<file path="config.mk">
export PLATFORM = sky130hd
export DESIGN_NAME = divider_flat
export DESIGN_NICKNAME = d
export VERILOG_FILES = /design/src/rtl/divider_if.sv /design/src/rtl/divider.sv /design/src/flat_wrapper.sv
export SDC_FILE = /design/constraint.sdc
export NUM_CORES = 1
export LEC_CHECK = 0
export CELL_PAD_IN_SITES_DETAIL_PLACEMENT = 0
export CELL_PAD_IN_SITES_GLOBAL_PLACEMENT = 1
export CORE_UTILIZATION = 43
export DETAILED_ROUTE_END_ITERATION = 8
export GPL_TIMING_DRIVEN = 0
export HOLD_SLACK_MARGIN = 0.06
export PLACE_DENSITY_LB_ADDON = 0.1
export REMOVE_ABC_BUFFERS = 1
export SLEW_MARGIN = 20
export SYNTH_ARGS = -nofsm -noshare
export SYNTH_HDL_FRONTEND = slang
export SYNTH_SLANG_ARGS = --single-unit
</file>
<file path="constraint.sdc">
create_clock -name clk -period 11.6 [get_ports clk]
set_clock_uncertainty 0.1 [all_clocks]
set_input_delay 1.16 -clock clk [delete_from_list [all_inputs] [get_ports clk]]
set_output_delay 1.16 -clock clk [all_outputs]
set_load 0.03 [all_outputs]
</file>
<file path="src/rtl/divider_if.sv">
// divider_if: operand/result bundle for the sequential divider.
// WIDTH is the divisor/remainder width; dividend and quotient are 2*WIDTH.
interface divider_if #(
  parameter int WIDTH = 32
);
  // Handshake: a request is taken on any rising clk edge where start=1 and busy=0.
  // ain/bin are captured on that edge only. done pulses for one cycle when
  // quot/rem/dbz are updated, and those hold until the next done.
  logic                 start;
  logic [2*WIDTH-1:0]   ain;
  logic [WIDTH-1:0]     bin;
  logic                 busy;
  logic                 done;
  logic [2*WIDTH-1:0]   quot;
  logic [WIDTH-1:0]     rem;
  logic                 dbz;

  modport master (
    output start, ain, bin,
    input  busy, done, quot, rem, dbz
  );

  modport slave (
    input  start, ain, bin,
    output busy, done, quot, rem, dbz
  );
endinterface

</file>
<file path="src/rtl/divider.sv">
// divider: unsigned restoring divider, one quotient bit per cycle (2*WIDTH iterations).
// Optional DIVIDER_DBZ_EN: a zero divisor skips the iterations and raises dbz.
module divider #(
  parameter int WIDTH = 32
) (
  input  logic        clk,
  input  logic        rst,
  divider_if.slave    bus,
  output logic [1:0]  o_dbg_state
);

  localparam int CW = $clog2(2 * WIDTH) + 1;

  typedef enum logic [1:0] {
    S_IDLE = 2'd0,
    S_RUN  = 2'd1,
    S_FIN  = 2'd2
  } state_t;

  state_t               r_state;
  logic                 r_busy;
  logic                 r_done;
  logic                 r_zero;
  logic [2*WIDTH-1:0]   r_dvd;
  logic [WIDTH-1:0]     r_dvs;
  logic [WIDTH:0]       r_part;
  logic [CW-1:0]        r_cnt;
  logic [2*WIDTH-1:0]   r_quot;
  logic [WIDTH-1:0]     r_rem;

  logic [WIDTH:0]       w_shift;
  logic [WIDTH:0]       w_sub;
  logic                 w_ge;
  logic                 w_accept;

  // The dividend register doubles as the quotient: MSB shifts out, quotient bit shifts in.
  // A set r_part[WIDTH] means the true shifted partial already exceeds any divisor.
  assign w_shift  = {r_part[WIDTH-1:0], r_dvd[2*WIDTH-1]};
  assign w_sub    = w_shift - {1'b0, r_dvs};
  assign w_ge     = r_part[WIDTH] | (w_shift >= {1'b0, r_dvs});
  assign w_accept = bus.start & ~r_busy;

`ifdef DIVIDER_DBZ_EN
  logic r_dbz;
  assign bus.dbz = r_dbz;
`else
  assign bus.dbz = 1'b0;
`endif

  always_ff @(posedge clk or posedge rst) begin
    if (rst) begin
      r_state <= S_IDLE;
      r_busy  <= 1'b0;
      r_done  <= 1'b0;
      r_zero  <= 1'b0;
      r_dvd   <= '0;
      r_dvs   <= '0;
      r_part  <= '0;
      r_cnt   <= '0;
      r_quot  <= '0;
      r_rem   <= '0;
`ifdef DIVIDER_DBZ_EN
      r_dbz   <= 1'b0;
`endif
    end else begin
      r_done <= 1'b0;
      case (r_state)
        S_IDLE: begin
        end
        S_RUN: begin
          if (!r_zero) begin
            r_part <= w_ge ? w_sub : w_shift;
            r_dvd  <= {r_dvd[2*WIDTH-2:0], w_ge};
          end
          r_cnt <= r_cnt - 1'b1;
          if (r_cnt == CW'(1)) begin
            r_state <= S_FIN;
            r_busy  <= 1'b0;
          end
        end
        S_FIN: begin
          r_quot  <= r_dvd;
          r_rem   <= r_part[WIDTH-1:0];
`ifdef DIVIDER_DBZ_EN
          r_dbz   <= r_zero;
`endif
          r_done  <= 1'b1;
          r_state <= S_IDLE;
        end
        default: r_state <= S_IDLE;
      endcase

      // Acceptance overrides the case above so FIN can chain straight into the next run.
      if (w_accept) begin
        r_state <= S_RUN;
        r_busy  <= 1'b1;
        r_dvd   <= bus.ain;
        r_dvs   <= bus.bin;
        r_part  <= '0;
        r_cnt   <= CW'(2 * WIDTH);
        r_zero  <= 1'b0;
`ifdef DIVIDER_DBZ_EN
        if (bus.bin == '0) begin
          r_zero <= 1'b1;
          r_cnt  <= CW'(1);
          r_dvd  <= '1;
          r_part <= {1'b0, bus.ain[WIDTH-1:0]};
        end
`endif
      end
    end
  end

  assign bus.busy    = r_busy;
  assign bus.done    = r_done;
  assign bus.quot    = r_quot;
  assign bus.rem     = r_rem;
  assign o_dbg_state = r_state;

endmodule

</file>
<file path="src/flat_wrapper.sv">
// flat-port wrapper written by rule: the top's interface ports become plain ports
module divider_flat 
#(
  parameter int WIDTH = 32
)
  (clk, rst, o_dbg_state, bus_start, bus_ain, bus_bin, bus_busy, bus_done, bus_quot, bus_rem, bus_dbz);
  divider_if #(.WIDTH(WIDTH)) bus_i ();
  input  logic clk;
  input  logic rst;
  output logic [1:0] o_dbg_state;
  input wire logic [$bits(bus_i.start)-1:0] bus_start;
  input wire logic [$bits(bus_i.ain)-1:0] bus_ain;
  input wire logic [$bits(bus_i.bin)-1:0] bus_bin;
  output wire logic [$bits(bus_i.busy)-1:0] bus_busy;
  output wire logic [$bits(bus_i.done)-1:0] bus_done;
  output wire logic [$bits(bus_i.quot)-1:0] bus_quot;
  output wire logic [$bits(bus_i.rem)-1:0] bus_rem;
  output wire logic [$bits(bus_i.dbz)-1:0] bus_dbz;
  assign bus_i.start = bus_start;
  assign bus_i.ain = bus_ain;
  assign bus_i.bin = bus_bin;
  assign bus_busy = bus_i.busy;
  assign bus_done = bus_i.done;
  assign bus_quot = bus_i.quot;
  assign bus_rem = bus_i.rem;
  assign bus_dbz = bus_i.dbz;
  divider #(.WIDTH(WIDTH)) u_core (.clk(clk), .rst(rst), .bus(bus_i), .o_dbg_state(o_dbg_state));
endmodule
</file>
==> summary.md, run 1 <==
| Metric | Value |
|---|---|
| Status | complete, but fails checks |
| Failing checks | design-rule violations |
| Final Max Tran Viols | 0 |
| Hold crit path type | reg2reg |
| First DRT Iteration DRCs | roughly 650 |
| Worst Path Required | between 10 and 15 ns |
| Vias in the first global route | between 9,000 and 10,000 |
| Largest net degree at the start of global routing | a little under 90 |
| Drt pass-1 iters | 9 |
| Worst reg2reg path endpoint | u_core.r_part[9]$_DFFE_PP0P_ |
| Number of buffers and inverters on the critical path | 2 |
| FP Rows | between 50 and 60 |
| Drt wl/cell | 15.90 um |
| Netlist cell types | 64 |
| Cell taking the most area after synthesis | dfrtp_1 |
| Vert. Die Dim | about 170 um |
| Ant. Diodes | 0 |
| Dpl hpwl | 19.87 mm |
| Register bit total from synthesis | 236 |
| Reg2Reg Launch Point | u_core.r_part[6]$_DFFE_PP0P_ |
| Worst vdd ir | approximately 0.14 mV |
| CP arrival | ~3.9 ns |
| Hold EP | u_core.bus.quot[18]$_DFFE_PP0P_ |
| Syn avg cell area | 8.618 um2 |
| CTS resizes | 0 |
| Die Area | about 28,000 um2 |
| Sequence of cells on the critical path | ha_1, a21o_1, a31oi_1, o21ai_0, a311oi_2, o21a_2, o41ai_4, a41oi_4, buf_8, buf_16, nor4_2, a211oi_1 |
| Hold Path Cell Cnt | 2 |
| Peak Freq | 279.5 MHz |
| Routed Antenna Nets | 0 |
| Cts hold-fix bufs | 0 |
| Chip width | about 170 um |
| Seq/Total Area, Yosys | around 51% |
| # port buffers | just under 200 |
| Cts bufs inserted | 28 |
| Hold path start | u_core.bus.quot[18]$_DFFE_PP0P_ |
| Synth top area share | roughly 51% |
| Hold slack | ~0.37 ns |
| Initial core utilization | between 40% and 50% |
| Gr ovfl total | 0 |
| Reg clk slew, reported paths | about 0.060 ns |
| Worst R2R Path Depth | 12 |
| H-tree depth | 1 |
| Warnings, synthesis | 0 |
| Number of flops mapped to enable cells by yosys | 0 |
| Relative slew slack | a little under 30% |
| Drt total wl | 29.60 mm |
| Leak | approximately 7 nW |
| Placer Congestion | ~0.82 |
| Total power divided by cell area | 297.4 nW/um2 |
| Kind of critical path | reg2reg |
| Area grow syn2layout | 30.01% |
| Fin Setup TNS | 0 ns |
| Post-Syn Instances | about 1,300 |
| Crit-path leading delay family | compound AO/OA/AOI/OAI gates |
| Worst Tran Pin Value | 1.062 ns |
| Fin crit period | between 3 and 4 ns |
| Final period utilization | 30.85% |
| Register-to-Register Setup Slack | 8.02 ns |
| Most used flip-flop cell after synthesis | dfrtp_1 |
| Post-synth ARST share | 100.0% |
| Max Cap Violations | 0 |
| Clock root buffer | clkbuf_16 |
| Post-DR vias/cell | slightly above 5 |
| TritonCTS Sinks | 236 |
| First-pass GRT wire length | between 40 and 50 mm |
| Via count | roughly 9,600 |
| Io pins | 200 |
| Core Footprint | 26,210 um2 |
| Synth area leaders | dfrtp_1 (51%), nand2_1 (15%), a31oi_1 (3.7%), ha_1 (3.7%), nor2_1 (3.0%) |
| Drt drc | 20 |
| Critical Path Source Type | flop |
| Max FO, Critical Path | 13 |
| Setup repair bufs after CTS | 0 |
| Clock latency on the worst-skew pair | 0.54 ns |
| Slowest cell delay on critical path | around 0.51 ns |
| Crit path capture type | flop |
| Share of layout cells above drive strength 1 | between 5 and 6% |
| Nets | approximately 1,600 |
| Clk buf depth | 3 |
| Crit path max-delay cell type | o41ai_4 |
| Tot GR Track Use | around 22% |
| Final hold vios | 0 |
| Initial antenna violation count | 0 |
| CTS tree | done |
| Synthesized area | between 10,000 and 15,000 um2 |
| RSZ-0062 raised after global routing | false |
| Setup Viol. Count Final | 0 |
-- final cells by class --
cell class	instances	area (um2)
clock inverters	8	122.6
multi-input cells	982	5205
clock buffers	41	830.8
inverters	45	181.4
flip-flops and latches	236	5906
repair buffers	214	2382
well taps	335	419.2
fillers	2413	11160
-- layout by cell type, fill, tap and decap left out, types with 4 or more instances in the layout --
cell,netlist,final
a211oi_1,8,8
a21o_1,14,14
a21oi_1,51,51
a31oi_1,68,68
a32oi_1,6,6
and2_1,5,5
buf_16,0,12
clkbuf_1,61,6
clkbuf_16,0,29
clkbuf_8,0,6
clkdlybuf4s50_1,0,198
dfrtp_1,236,236
ha_1,34,34
inv_1,43,42
mux2i_1,24,24
nand2_1,467,467
nand2b_4,1,4
nand3_1,15,15
nand4_1,6,6
nor2_1,94,94
nor2b_1,9,7
nor3_1,11,11
o21a_1,6,6
o21ai_0,65,65
o21ai_1,6,6
o21bai_1,6,6
o31ai_1,4,4
xnor2_1,21,21
xor2_1,11,11
-- worst max-delay path by stage --
stage,startpoint,endpoint,cells after the start
final,u_core.r_part[6]$_DFFE_PP0P_,u_core.r_part[9]$_DFFE_PP0P_,12
after global routing,u_core.r_part[6]$_DFFE_PP0P_,u_core.r_part[9]$_DFFE_PP0P_,12
after CTS,u_core.r_part[3]$_DFFE_PP0P_,u_core.r_part[12]$_DFFE_PP0P_,11
after detailed placement,u_core.r_part[3]$_DFFE_PP0P_,u_core.r_part[12]$_DFFE_PP0P_,11
after global placement,rst,u_core.bus.rem[13]$_DFFE_PP0P_,2
after floorplan,rst,u_core.bus.busy$_DFFE_PP0P_,1
-- synthesized netlist by cell type, types with 2 or more instances --
master and number:
a211oi_1 8, nand2b_1 6, o21ai_0 65, ha_1 34
nor3b_1 2, a21oi_1 51, nand2_1 467, xnor2_1 21
buf_2 4, nand4_1 6, a21o_1 14, and2_1 5
nor3_1 11, o21a_1 6, o21bai_1 6, a32oi_1 6
or3_1 2, dfrtp_1 236, nor3_2 3, o31ai_1 4
xor2_1 11, inv_2 2, buf_1 11, nor4_1 2
a31oi_1 68, clkbuf_1 61, nand3_1 15, o41ai_1 2
nand3b_1 3, mux2i_1 24, a41oi_1 2, o21ai_1 6
nor2b_1 9, o2111ai_1 2, a21boi_0 2, buf_6 3
nor2_1 94, inv_1 43
-- per-layer routing --
metal  up-vias  track usage, %  part of all wire [%]
met5         -               0                     0
met4         0           4.998                   1.5
met3        40           2.884                   4.7
met2       213           36.76                    48
met1      4566           29.50                    46
li1       4814               -                     -
-- worst min-delay path, stage by stage, from the launching register on --
cell,delay (ns)
dfrtp_1,0.34
nand2_1,0.05
nand2_1,0.05
-- power breakdown --
group          switching, mW  internal, mW
registers              0.186          1.11
clock network          0.340         0.559
logic                   1.29         0.997
total                   1.81          2.66
-- per-stage QoR --
step | util [%] | area, um2 | instances | total power [mW] | setup WS [ns]
after detailed placement | 53.78 | 14090 | 1812 | 3.589 | 8.006
after global routing | 57.42 | 15050 | 1861 | 4.823 | 7.857
after global placement | 52.06 | 13640 | 1796 | 3.508 | 0.4060
final | 57.42 | 15050 | 1861 | 4.474 | 8.022
after CTS | 57.42 | 15050 | 1861 | 4.517 | 7.985
after floorplan | - | 11240 | 1263 | 2.945 | 3.865
-- sequential cells by signal (all words and copies together), names as in the netlist --
register and count:
u_core.bus.busy 1, u_core.bus.done 1, u_core.bus.quot 64, u_core.bus.rem 32, u_core.o_dbg_state 2, u_core.r_cnt 7
u_core.r_dvd 64, u_core.r_dvs 32, u_core.r_part 33
-- cells by family after synthesis --
group,Yosys count,share of synthesized area (%)
AOI/OAI and AO/OA,258,14.17
other,1,0.03240
muxes,24,2.076
and+or+nand+nor,632,22.10
buffers and inverters,125,4.324
adders and majority gates,35,3.849
xor gates and xnor gates,32,2.422
DFF,236,51.03
No activity file was read; power rests on OpenSTA's default activity.
==> run 2: changes to the inputs <==
- CORE_UTILIZATION: 43 -> 36
- clock period: 11.6 -> 2.9 ns (I/O delays scaled with it)
==> run 2 against run 1 <==
The run ends with negative setup slack left; largest cell class unchanged; critical path type unchanged; fmax is 18% higher; worst hold slack worse by 0.18 ns; critical path depth stayed put; global-route usage is 2.0 points lower; highest routed layer unchanged; sequential share of layout area is 1.6 points lower.
==> summary.md, run 2 (synthesized netlist as in run 1, its figures left out) <==
| Metric | Value |
|---|---|
| Status | complete, but fails checks (unchanged) |
| Failing checks | negative setup slack (was design-rule violations) |
| Max Cap Violations | 0 (unchanged) |
| Dpl hpwl | 20.49 mm (was 19.87 mm) |
| Post-DR vias/cell | 5.004 (was 5.176) |
| Hold crit path type | in2reg (was reg2reg) |
| Sequence of cells on the critical path | ha_1, nor2b_4, o2111ai_2, nand3_2, a311oi_4, o21a_4, o41ai_4, a41oi_4, clkbuf_16, buf_16, mux2i_1, a21oi_1 (was ha_1, a21o_1, a31oi_1, o21ai_0, a311oi_2, o21a_2, o41ai_4, a41oi_4, buf_8, buf_16, nor4_2, a211oi_1) |
| TritonCTS Sinks | 236 (unchanged) |
| Worst Path Required | 3.19 ns (was 11.92 ns) |
| Final core occ | 49.79% (was 57.42%) |
| Crit path max-delay cell type | dfrtp_1 (was o41ai_4) |
| Placer Congestion | 0.8077 (was 0.8210) |
| Setup Viol. Count Final | 24 (was 0) |
| Nets | 1,676 (was 1,641) |
| Die Area | 32,870 um2 (was 27,580 um2) |
| Leak | 7.215 nW (was 7.027 nW) |
| Kind of critical path | reg2reg (unchanged) |
| Slowest cell delay on critical path | 0.40 ns (was 0.51 ns) |
| Via count | 9,807 (was 9,633) |
| Drt total wl | 32.32 mm (was 29.60 mm) |
| Routed Antenna Nets | 0 (unchanged) |
| RSZ-0062 raised after global routing | true (was false) |
| Initial antenna violation count | 0 (unchanged) |
| Vias in the first global route | 9,789 (was 9,554) |
| CP arrival | 3.32 ns (was 3.90 ns) |
| Tot GR Track Use | 19.72% (was 21.67%) |
| Post-route cell area | 15,710 um2 (was 15,050 um2) |
| # port buffers | 198 (unchanged) |
| Drt pass-1 iters | 4 (was 9) |
| Core Footprint | 31,560 um2 (was 26,210 um2) |
| Reg clk slew, reported paths | 0.06 ns (about the same) |
| First-pass GRT wire length | 52.52 mm (was 49.05 mm) |
| Final period utilization | 104.4% (was 30.85%) |
| Crit-path leading delay family | compound AO/OA/AOI/OAI gates (unchanged) |
| Clock latency on the worst-skew pair | 0.56 ns (was 0.54 ns) |
| H-tree depth | 1 (unchanged) |
| Total power divided by cell area | 1249 nW/um2 (was 297.4 nW/um2) |
| Final hold vios | 0 (unchanged) |
| Cts bufs inserted | 28 (unchanged) |
| Final setup margin | -0.1289 ns (was 8.022 ns) |
| Fill count | 3,060 (was 2,413) |
| Share of layout cells above drive strength 1 | 10.21% (was 5.308%) |
| Io pins | 200 (unchanged) |
| Crit path capture type | flop (unchanged) |
| Vert. Die Dim | 181.3 um (was 166.1 um) |
| CTS tree | done (unchanged) |
| Gr ovfl total | 0 (unchanged) |
| Relative slew slack | 15.15% (was 28.92%) |
| Worst Tran Pin Value | 1.268 ns (was 1.062 ns) |
| Fin crit period | 3.029 ns (was 3.578 ns) |
| Reg2Reg Launch Point | u_core.r_part[0]$_DFFE_PP0P_ (was u_core.r_part[6]$_DFFE_PP0P_) |
| Clk buf depth | 3 (unchanged) |
| Chip width | 181.3 um (was 166.1 um) |
| Dpl cells | 1,877 (was 1,812) |
| Commonest non-fill, non-tap cells in the layout | nand2_1 (466), dfrtp_1 (234), clkdlybuf4s50_1 (198), nor2_1 (94), a31oi_1 (67) (was nand2_1 (467), dfrtp_1 (236), clkdlybuf4s50_1 (198), nor2_1 (94), a31oi_1 (68)) |
| Critical Path Source Type | flop (unchanged) |
| Non-filler cells, final | 1,960 (was 1,861) |
| Fin Setup TNS | -1.722 ns (was 0 ns) |
| DP Area | 14,120 um2 (was 14,090 um2) |
| Final Max Tran Viols | 0 (unchanged) |
| Clock root buffer | clkbuf_16 (unchanged) |
| Ant. Diodes | 0 (unchanged) |
| Worst vdd ir | 0.6677 mV (was 0.1399 mV) |
| Area grow syn2layout | 35.74% (was 30.01%) |
| Peak Freq | 330.2 MHz (was 279.5 MHz) |
| Drt wl/cell | 16.49 um (was 15.90 um) |
| Worst Setup SP | u_core.r_part[0]$_DFFE_PP0P_ (was u_core.r_part[6]$_DFFE_PP0P_) |
| FP Rows | 65 (was 59) |
| Drt drc | 0 (was 20) |
| Largest net degree at the start of global routing | 99 (was 87) |
| Initial core utilization | 36.68% (was 44.16%) |
| Max FO, Critical Path | 6 (was 13) |
| Hold path start | bus_bin[0] (was u_core.bus.quot[18]$_DFFE_PP0P_) |
| Commonest non-fill, non-tap cell in the layout | nand2_1 (unchanged) |
| First DRT Iteration DRCs | 462 (was 653) |
| Number of buffers and inverters on the critical path | 2 (unchanged) |
run 2: cell count changes in the layout (fill, tap and decap cells not counted), sizes merged:
cell and delta:
bufinv -2, clkbuf +2, clkinv +2, dlygate4sd3 +1, buf +32, clkinvlp -3
run 2: worst paths after layout:
kind	end	depth (start not counted)	slack, ns
setup / recovery	u_core.r_part[13]$_DFFE_PP0P_	12	-0.13
hold / removal	u_core.r_dvs[0]$_DFFE_PP0P_	3	0.18
setup reg to reg	u_core.r_part[13]$_DFFE_PP0P_	12	-0.13
hold reg to reg	u_core.bus.quot[42]$_DFFE_PP0P_	2	0.37
max in group asynchronous	u_core.r_part[15]$_DFFE_PP0P_	4	1.23
min in group asynchronous	u_core.bus.quot[28]$_DFFE_PP0P_	3	0.59
run 2: per-stage QoR:
step | hold WS (ns) | total power [mW] | setup slack, ns
3_5_place_dp | 0.3610 | 14.36 | -1.029
6_report | 0.1844 | 19.62 | -0.1289
5_1_grt | 0.1825 | 21.13 | -0.2005
3_3_place_gp | 0.3563 | 14.59 | -7.739
4_1_cts | 0.1596 | 18.86 | -0.1059
2_1_floorplan | 0.2954 | 11.78 | -3.965
run 2: final cells by class:
cell class,instances,area (um2),share of cell area (%)
timing repair buffer,249,2690,17.12
clock buffer,41,779.5,4.962
tap,402,503.0,3.202
sequential,236,5908,37.61
multi-input combinational,982,5570,35.46
inverter,45,183.9,1.171
clock inverter,5,75.07,0.4779
run 2: repair_timing:
| action | CTS | global route |
|---|---|---|
| cloned | 1 | 1 |
| pin swaps | 27 | 34 |
| buffers inserted | 20 | 18 |
| endpoints found under the hold margin | 42 | 0 |
| endpoints found under the setup margin | 34 | 34 |
| gates resized for setup | 45 | 39 |
| hold buffers | 1 | 0 |
run 2: where the power goes:
group	switching, mW	leakage [nW]	total (mW)	internal [mW]
Clock	1.40	0.416	3.34	1.94
Combinational	5.93	3.75	11.1	5.15
Sequential	0.775	3.05	5.21	4.43
Total	8.10	7.22	19.6	11.5
run 2: per-layer routing:
layer	vias up	global-route usage [%]	routed length [um]
met4	0	5.051	741
met1	4697	27.40	15290
li1	4878	-	-
met3	43	2.580	1107
met5	-	0	0
met2	189	32.38	15180
run 2: worst register-to-register path, delay by kind of cell, from the launching register on:
family,cells,cell delay (ns)
fa+ha+maj,1,0.32
simple gates,2,0.28
mux,1,0.20
buf+inv,2,0.35
compound gates,6,1.23
flops,1,0.40
==> run 3: changes to the inputs <==
--- a/config.mk
+++ b/config.mk
@@ -12,3 +12,2 @@
 export GPL_TIMING_DRIVEN = 0
-export HOLD_SLACK_MARGIN = 0.06
 export PLACE_DENSITY_LB_ADDON = 0.1
==> constraint.sdc (replaced) <==
create_clock -name clk -period 2.9 [get_ports clk]
set_clock_uncertainty 0.1 [all_clocks]
set_input_delay 0.58 -clock clk [delete_from_list [all_inputs] [get_ports clk]]
set_output_delay 0.58 -clock clk [all_outputs]
set_load 0.03 [all_outputs]
==> run 3 against run 2 <==
The flow still finishes with violations (negative setup slack); wire length barely moved; flip-flop and latch count did not move; first-iteration DRC count rose by 0.87%; clock power barely moved; clock-buffer cell count did not move; critical path type unchanged; final area barely moved; largest power group unchanged; fmax barely moved.
==> summary.md, run 3 (synthesized netlist as in run 1, its figures left out) <==
| Metric | Value |
|---|---|
| Status | complete, but fails checks (unchanged) |
| Failing checks | negative setup slack (unchanged) |
| Dpl cells | 1,877 (unchanged) |
| Fin Setup TNS | -1.691 ns (was -1.722 ns) |
| TritonCTS Sinks | 236 (unchanged) |
| Dpl hpwl | 20.49 mm (unchanged) |
| Hold slack | 0.3243 ns (was 0.1844 ns) |
| Final core occ | 49.75% (was 49.79%) |
| Worst Path Required | 3.20 ns (was 3.19 ns) |
| CP arrival | 3.32 ns (about the same) |
| # port buffers | 198 (unchanged) |
| Post-Place Worst Slack | -1.029 ns (unchanged) |
| Ant. Diodes | 0 (unchanged) |
| Commonest non-fill, non-tap cell in the layout | nand2_1 (unchanged) |
| Routed Antenna Nets | 0 (unchanged) |
| Sequence of cells on the critical path | ha_1, nor2b_4, o2111ai_2, nand3_2, a311oi_4, o21a_4, o41ai_4, a41oi_4, clkbuf_16, buf_16, mux2i_1, a21oi_1 (unchanged) |
| Critical Path Source Type | flop (unchanged) |
| Vias in the first global route | 9,789 (unchanged) |
| Final period utilization | 104.4% (about the same) |
| Worst Tran Pin Value | 1.239 ns (was 1.268 ns) |
| Fin crit period | 3.026 ns (was 3.029 ns) |
| RSZ-0062 raised after global routing | true (unchanged) |
| Non-filler cells, final | 1,959 (was 1,960) |
| Total power divided by cell area | 1250 nW/um2 (was 1249 nW/um2) |
| Crit path capture type | flop (unchanged) |
| Clock root buffer | clkbuf_16 (unchanged) |
| Peak Freq | 330.4 MHz (was 330.2 MHz) |
| Drt drc | 0 (unchanged) |
| Kind of critical path | reg2reg (unchanged) |
| Relative slew slack | 17.12% (was 15.15%) |
| Drt total wl | 32.32 mm (about the same) |
| Io pins | 200 (unchanged) |
| First DRT Iteration DRCs | 466 (was 462) |
| Die Area | 32,870 um2 (unchanged) |
| Cts bufs inserted | 28 (unchanged) |
| Nets | 1,675 (was 1,676) |
| Setup Viol. Count Final | 24 (unchanged) |
| Worst vdd ir | 0.6715 mV (was 0.6677 mV) |
| Cts hold-fix bufs | 0 (was 1) |
| Final Max Tran Viols | 0 (unchanged) |
| Final hold vios | 0 (unchanged) |
| Drt wl/cell | 16.50 um (was 16.49 um) |
| Share of layout cells above drive strength 1 | 10.21% (about the same) |
| Largest net degree at the start of global routing | 99 (unchanged) |
| Placer Congestion | 0.8077 (unchanged) |
| Final setup margin | -0.1263 ns (was -0.1289 ns) |
| Max Cap Violations | 0 (unchanged) |
| Reg clk slew, reported paths | 0.06 ns (about the same) |
| H-tree depth | 1 (unchanged) |
| Max FO, Critical Path | 6 (unchanged) |
| Initial antenna violation count | 0 (unchanged) |
| Area grow syn2layout | 35.65% (was 35.74%) |
| Leak | 7.211 nW (was 7.215 nW) |
| Via count | 9,831 (was 9,807) |
| Commonest non-fill, non-tap cells in the layout | nand2_1 (466), dfrtp_1 (234), clkdlybuf4s50_1 (198), nor2_1 (94), a31oi_1 (67) (unchanged) |
| First-pass GRT wire length | 52.52 mm (unchanged) |
| Initial core utilization | 36.68% (unchanged) |
| Crit path max-delay cell type | dfrtp_1 (unchanged) |
| FP Rows | 65 (unchanged) |
| Clk buf depth | 3 (unchanged) |
| Gr ovfl total | 0 (unchanged) |
| Slowest cell delay on critical path | 0.40 ns (about the same) |
| Post-DR vias/cell | 5.018 (was 5.004) |
| Hold crit path type | in2async (was in2reg) |
| Core Footprint | 31,560 um2 (unchanged) |
| Clock latency on the worst-skew pair | 0.56 ns (about the same) |
| CTS tree | done (unchanged) |
| Tot GR Track Use | 19.72% (unchanged) |
| Chip width | 181.3 um (unchanged) |
| Vert. Die Dim | 181.3 um (unchanged) |
| Drt pass-1 iters | 4 (unchanged) |
[run 3: cell types whose count changed in the layout (fill, tap and decap cells not counted)]
cell,delta
dlygate4sd3_1,-1
[run 3: critical path, delay by kind of cell (launching register included)]
kind | cells | cell delay, ns
AO/OA/AOI/OAI | 6 | 1.21
adder cells (fa/ha/maj) | 1 | 0.32
buffers and inverters | 2 | 0.35
flip-flops | 1 | 0.40
multiplexers | 1 | 0.20
AND/OR/NAND/NOR | 2 | 0.28
[run 3: metrics by stage]
| step | power (mW) | area [um2] |
|---|---|---|
| after global routing | 21.13 | 15700 |
| after global placement | 14.59 | 13730 |
| after CTS | 18.86 | 15380 |
| after detailed placement | 14.36 | 14120 |
| final | 19.63 | 15700 |
| after floorplan | 11.78 | 11240 |
[run 3: path summary, 6_finish.rpt]
| kind | startpoint | to | slack (ns) | cells past startpoint |
|---|---|---|---|---|
| worst max-delay path | u_core.r_part[0]$_DFFE_PP0P_ | u_core.r_part[13]$_DFFE_PP0P_ | -0.13 | 12 |
| worst min-delay path | rst | u_core.bus.quot[28]$_DFFE_PP0P_ | 0.32 | 2 |
| worst max register to register | u_core.r_part[0]$_DFFE_PP0P_ | u_core.r_part[13]$_DFFE_PP0P_ | -0.13 | 12 |
| worst min register to register | u_core.bus.quot[42]$_DFFE_PP0P_ | u_core.bus.quot[42]$_DFFE_PP0P_ | 0.37 | 2 |
| max in group asynchronous | rst | u_core.r_part[15]$_DFFE_PP0P_ | 1.49 | 3 |
| min in group clk | u_core.bus.quot[42]$_DFFE_PP0P_ | u_core.bus.quot[42]$_DFFE_PP0P_ | 0.37 | 2 |
[run 3: layer usage]
layer | up-vias | wire, um | GRT usage (%)
met1 | 4726 | 15270 | 27.40
li1 | 4875 | - | -
met5 | - | 0 | 0
met2 | 187 | 15180 | 32.38
met3 | 43 | 1128 | 2.580
met4 | 0 | 742 | 5.051
[run 3: layout make-up]
cell class	instances	area (um2)
multi-input combinational	982	5570
inverter	45	183.9
tap	402	503.0
clock buffer	41	779.5
timing repair buffer	248	2680
fill	3061	15860
sequential	236	5908
clock inverter	5	75.07
[run 3: repair_timing]
item	in CTS	in global routing
setup buffers	20	18
setup endpoints to repair	34	34
gates cloned	1	1
pin swaps	27	34
resized for setup	45	39
[run 3: report_power, final]
group | internal (mW) | switching [mW] | total, mW
sequential | 4.43 | 0.775 | 5.21
clock | 1.94 | 1.41 | 3.34
combinational | 5.15 | 5.93 | 11.1
==> RTL edit 1 (config.mk and constraints of run 3) <==
The option `DIVIDER_DBZ_EN` is turned on by a define.
--- a/src/rtl/divider.sv
+++ b/src/rtl/divider.sv
@@ -1,5 +1,7 @@
 // divider: unsigned restoring divider, one quotient bit per cycle (2*WIDTH iterations).
 // Optional DIVIDER_DBZ_EN: a zero divisor skips the iterations and raises dbz.
+`define DIVIDER_DBZ_EN
+
 module divider #(
   parameter int WIDTH = 32
 ) (
Formal check against the unedited RTL: not equivalent (Yosys sat finds a counterexample within 4 cycles, from zero or initial values and one cycle with rst high).
==> RTL edit 1 against run 3 <==
The run still ends with negative setup slack left. Maximum frequency grew 2.7%. Wire length is 20% higher. Final area rose by 9.2%. Total power up 12%. Sequential cell count up 2. Die area up 3.5%. Synthesized area up 3.5%. Worst setup slack better by 0.079 ns. First-iteration DRC count increased by 28%. Largest cell class is now multi-input combinational cells. Largest power group unchanged.
==> RTL edit 1: results (changes against run 3) <==
| Metric | Value |
|---|---|
| Leakage | 7.51 nW (+4.2%) |
| Initial DRC count | 598 (+28%) |
| Vias per std cell | 5.22 (+4.0%) |
| Final-stage net count | 1784 (+6.5%) |
| Port bufs | 199 (+0.51%) |
| Diodes inserted | 0 (unchanged) |
| Post-route setup slack | -0.0475 ns (+0.0788 ns) |
| Area contributors post-synth | dfrtp_1 50%, nand2_1 15%, a31oi_1 3.6% |
| Final GP Congestion | 0.828 (+2.5%) |
| Worst-path clk slew | 0.06 ns (about the same) |
| Total Routing Usage GR | 0.226 (+0.0291) |
| Routed WL per cell | 18.4 um (+11%) |
| Worst Tran Pin Value | 0.718 ns (-0.521 ns) |
| Warnings from Yosys | 0 (unchanged) |
| DP HPWL | 25.4 mm (+24%) |
| GR Util met1 | 0.334 (+0.0597) |
| Dpl ws | -0.889 ns (+0.141 ns) |
| Post-synth ARST share | 1.00 (unchanged) |
| Synth cell count leaders | 478 x nand2_1, 238 x dfrtp_1, 77 x nor3_1, 72 x clkbuf_1, 68 x a31oi_1 |
| Fraction of layout cells with a size suffix above 1 | 0.164 (+0.0617) |
| Maxcap violations | 0 (unchanged) |
| CP max FO | 8 (+2) |
| Outcome | finished with violations |
| Number of global-route vias before repair | 10600 (+8.0%) |
| GR Layer Usage met3 | 0.0288 (+0.00305) |
| VDD IR-drop max | 605 uV (-10%) |
| First-pass GRT wire length | 60.4 mm (+15%) |
| Top_reg_cell synth | dfrtp_1 |
| Total CTS buffers | 29 (+3.6%) |
| Layout fillers | 3133 (+2.4%) |
| Pin count of the biggest net entering global routing | 89 (-10%) |
| Synth cell types | 69 (+7.8%) |
| # setup viols final | 4 (-83%) |
| Final Max Slew Viols | 0 (unchanged) |
| Latest clock arrival within the worst-skew pair | 0.56 ns (about the same) |
| Sequential share of the synthesized area | 0.497 (-0.0131) |
| Final Cycle Share | 1.02 (-0.0272) |
| Pre-antenna DRT Iters | 7 (+3) |
| CTS Buffer Depth | 3 (unchanged) |
| Met2 track demand over resource | 0.354 (+0.0297) |
| Htree depth | 1 (unchanged) |
| Failing checks | negative setup slack |
| CTS root buffer | clkbuf_16 |
| WP data arrival | 3.30 ns (-0.02 ns) |
RTL edit 1: cell count changes after synthesis, moves of 11 or more:
cell	before	now
a21oi_1	51	63
a221oi_1	1	21
mux2i_1	24	3
nor3_1	11	77
clkbuf_1	61	72
nand2_1	467	478
nor2_1	94	60
RTL edit 1: cell type report:
cell class,instances,area [um^2],area share
sequential,238,5980,0.349
tap,442,553,0.0323
multi-input combinational,1050,6450,0.376
clock inverter,7,116,0.00679
inverter,49,196,0.0115
clock buffer,47,863,0.0504
timing repair buffer,282,2980,0.174
RTL edit 1: cells by family after synthesis:
family / after synthesis / share of synthesized area
buffers and inverters: 136 / 0.0438
multiplexers: 3 / 0.00251
AND/OR/NAND/NOR: 690 / 0.242
AO/OA/AOI/OAI: 292 / 0.158
adder cells (fa/ha/maj): 35 / 0.0372
XOR/XNOR: 26 / 0.0190
flip-flops: 238 / 0.497
RTL edit 1: worst paths after layout:
check	start	cells past startpoint	to	slack [ns]
min reg2reg	u_core.bus.quot[60]	2	u_core.bus.quot[60]	0.37
min in group clk	u_core.bus.quot[60]	2	u_core.bus.quot[60]	0.37
max in group asynchronous	rst	3	u_core.r_part[1]	1.46
max	u_core.r_part[0]	11	u_core.r_part[1]	-0.05
min	rst	2	u_core.r_dvd[49]	0.37
max reg2reg	u_core.r_part[0]	11	u_core.r_part[1]	-0.05
RTL edit 1: power by group:
group | switching, mW | internal (mW)
clock | 1.43 | 2.29
sequential | 0.978 | 4.58
combinational | 6.75 | 5.91
total | 9.17 | 12.8
RTL edit 1: repair_timing:
item | CTS | global route
setup buffers | 41 | 23
endpoints found under the hold margin | 0 | 0
endpoints found under the setup margin | 78 | 32
cloned | 4 | 1
pin swaps | 31 | 39
gates resized for setup | 96 | 85
RTL edit 1: per-layer routing:
metal	vias to the layer above	wire length [um]
li1	5340	-
met1	5386	18500
met2	275	17600
met3	41	2270
met4	0	524
met5	-	0
RTL edit 1: metrics by stage:
stage,std cells,setup TNS [ns],cell area [um^2]
final,2115,-0.104,17100
after global routing,2115,-1.33,17100
after CTS,2092,-1.37,16600
after detailed placement,1993,-67.64,14700
after global placement,1974,-3111.43,14200
after floorplan,1333,-1385.22,11600
RTL edit 1: critical path, cell delays in order, from the launching register on:
cell and delay [ns]:
dfrtp_1 0.42, ha_4 0.30, nand2_1 0.05, or4_4 0.53, or4_4 0.46, o211ai_4 0.14
a211oi_4 0.06, buf_6 0.18, buf_12 0.15, a221oi_2 0.20, o21ai_1 0.11, o21a_1 0.12
==> RTL edit 2 (settings of run 3) <==
Made on the original files. Make the reset (`rst`) synchronous in one clocked block.
--- a/src/rtl/divider.sv
+++ b/src/rtl/divider.sv
@@ -47,7 +47,7 @@
   assign bus.dbz = 1'b0;
 `endif
 
-  always_ff @(posedge clk or posedge rst) begin
+  always_ff @(posedge clk) begin
     if (rst) begin
       r_state <= S_IDLE;
       r_busy  <= 1'b0;
Formal check against the unedited RTL: differs if rst is asserted again (counterexample within 4 cycles, from zero or initial values and one cycle with rst high); with rst held inactive, the same outputs for 10 cycles.
==> RTL edit 2 against run 3 <==
Via count increased by 3.6%. First-iteration DRC count up 23%. Count of clock-buffer cells in the layout is 6 higher. Synthesized cell count is 7.0% higher. Sequential share of layout area decreased by 5.5 points. Final area decreased by 6.3%. Wire length down 2.8%. Final cell count increased by 1.9%. Worst setup slack better by 0.23 ns. Synthesized area is 5.8% lower. Sequential cell count stayed put.
Power is not compared: it rests on default switching activity, and its combinational part moved more than twofold at a synthesized area within 25%.
==> RTL edit 2: results (changes against run 3) <==
| Metric | Value |
|---|---|
| Worst Tran Pin Value | 0.862 ns (-0.377 ns) |
| Fraction of layout cells with a size suffix above 1 | 0.0809 (-0.0212) |
| First-pass GRT wire length | 49.7 mm (-5.4%) |
| Pre-antenna DRT Iters | 5 (+1) |
| Synth cell types | 60 (-6.3%) |
| Final-stage net count | 1720 (+2.7%) |
| Synth cell count leaders | 414 x nand2_1, 236 x dfxtp_1, 185 x a21oi_1, 119 x nor2_1, 86 x clkbuf_1 |
| Avg Inst Size Synth | 7.59 um^2 (-12%) |
| Post-synth ARST share | 0 (-1.00) |
| WP data arrival | 3.11 ns (-0.21 ns) |
| Placed Cells | 1928 (+2.7%) |
| Outcome | completed |
| Crit-path slowest cell | o41a_2 |
| Layout Cells excl Fill | 1997 (+1.9%) |
| Area contributors post-synth | dfxtp_1 43%, nand2_1 14%, a21oi_1 8.5% |
| Total Routing Usage GR | 0.194 (-0.00306) |
| DP HPWL | 20.0 mm (-2.4%) |
| Number of global-route vias before repair | 9532 (-2.6%) |
| Port bufs | 198 (unchanged) |
| Final GP Congestion | 0.779 (-3.6%) |
| Vias per std cell | 5.10 (+1.7%) |
| Total routed wirelength | 31.4 mm (-2.8%) |
| CP max FO | 7 (+1) |
| Latest clock arrival within the worst-skew pair | 0.56 ns (about the same) |
| Worst-path clk slew | 0.06 ns (about the same) |
| CP Class | reg -> reg |
| Pin count of the biggest net entering global routing | 115 (+16%) |
| RR Startpoint | u_core.r_dvs[1] |
| Layout fillers | 2963 (-3.2%) |
| Initial antenna violation count | 0 (unchanged) |
| Worst Hold Class | in -> reg |
| Dpl ws | -0.516 ns (+0.513 ns) |
| DP Area | 0.0133 mm^2 (-5.8%) |
| Sequential share of the synthesized area | 0.433 (-0.0769) |
| Crit path largest cell delay | 0.61 ns (+0.21 ns) |
| VDD IR-drop max | approximately 460 uV |
| Delay-heaviest family, CP | compound AO/OA/AOI/OAI gates |
| Initial DRC count | 573 (+23%) |
RTL edit 2: cell types whose count changed after synthesis, moves of 25 or more:
cell | before | now
a21oi_1 | 51 | 185
o21ai_0 | 65 | 32
nand2_1 | 467 | 414
nor2_1 | 94 | 119
dfxtp_1 | 0 | 236
clkbuf_1 | 61 | 86
a31oi_1 | 68 | 4
a311oi_1 | 1 | 66
dfrtp_1 | 236 | 0
RTL edit 2: layout make-up:
class / instances / area (um^2) / share of cell area
timing repair buffer: 225 / 2420 / 0.165
inverter: 40 / 150 / 0.0102
multi-input combinational: 1055 / 5970 / 0.406
clock buffer: 47 / 872 / 0.0593
tap: 390 / 488 / 0.0332
clock inverter: 4 / 70.1 / 0.00476
sequential: 236 / 4730 / 0.322
RTL edit 2: per-layer routing:
| layer | routed length, um | vias to the layer above | GRT usage |
|---|---|---|---|
| met5 | 0 | - | 0 |
| met3 | 1140 | 42 | 0.0239 |
| li1 | - | 5199 | - |
| met1 | 15300 | 4738 | 0.266 |
| met4 | 700 | 0 | 0.0464 |
| met2 | 14300 | 210 | 0.323 |
RTL edit 2: path summary, 6_finish.rpt:
path | endpoint | cells past startpoint | slack [ns]
worst max-delay path | u_core.r_part[9] | 10 | 0.1
worst min-delay path | u_core.bus.quot[50] | 2 | 0.34
worst min register to register | u_core.bus.rem[17] | 2 | 0.35
worst max register to register | u_core.r_part[9] | 10 | 0.1
RTL edit 2: cell families (layout without fill, tap and decap cells):
group,Yosys count,in the layout,share of synthesized area
AO/OA/AOI/OAI,359,364,0.211
XOR/XNOR,32,32,0.0257
adder cells (fa/ha/maj),35,35,0.0409
buffers and inverters,151,316,0.0544
flip-flops,236,236,0.433
multiplexers,5,5,0.00459
other,1,1,0.000344
AND/OR/NAND/NOR,618,618,0.230
RTL edit 2: worst reg2reg max path: cells and delay by family (launching register included):
| kind | cells | cell delay [ns] |
|---|---|---|
| DFF | 1 | 0.37 |
| buffers and inverters | 1 | 0.05 |
| adders and majority gates | 1 | 0.26 |
| and+or+nand+nor | 2 | 0.21 |
| AOI/OAI and AO/OA | 6 | 1.67 |
RTL edit 2: power by group:
part | total [mW] | switching, mW | internal [mW]
Combinational | 2.34 | 1.32 | 1.02
Sequential | 3.54 | 0.137 | 3.41
Clock | 3.53 | 1.40 | 2.13
Total | 9.41 | 2.86 | 6.55
RTL edit 2: repair_timing:
action	in CTS	in global routing
setup endpoints to repair	34	33
resized for setup	17	44
buffers inserted	10	3
pin swaps	8	14
cloned	2	3
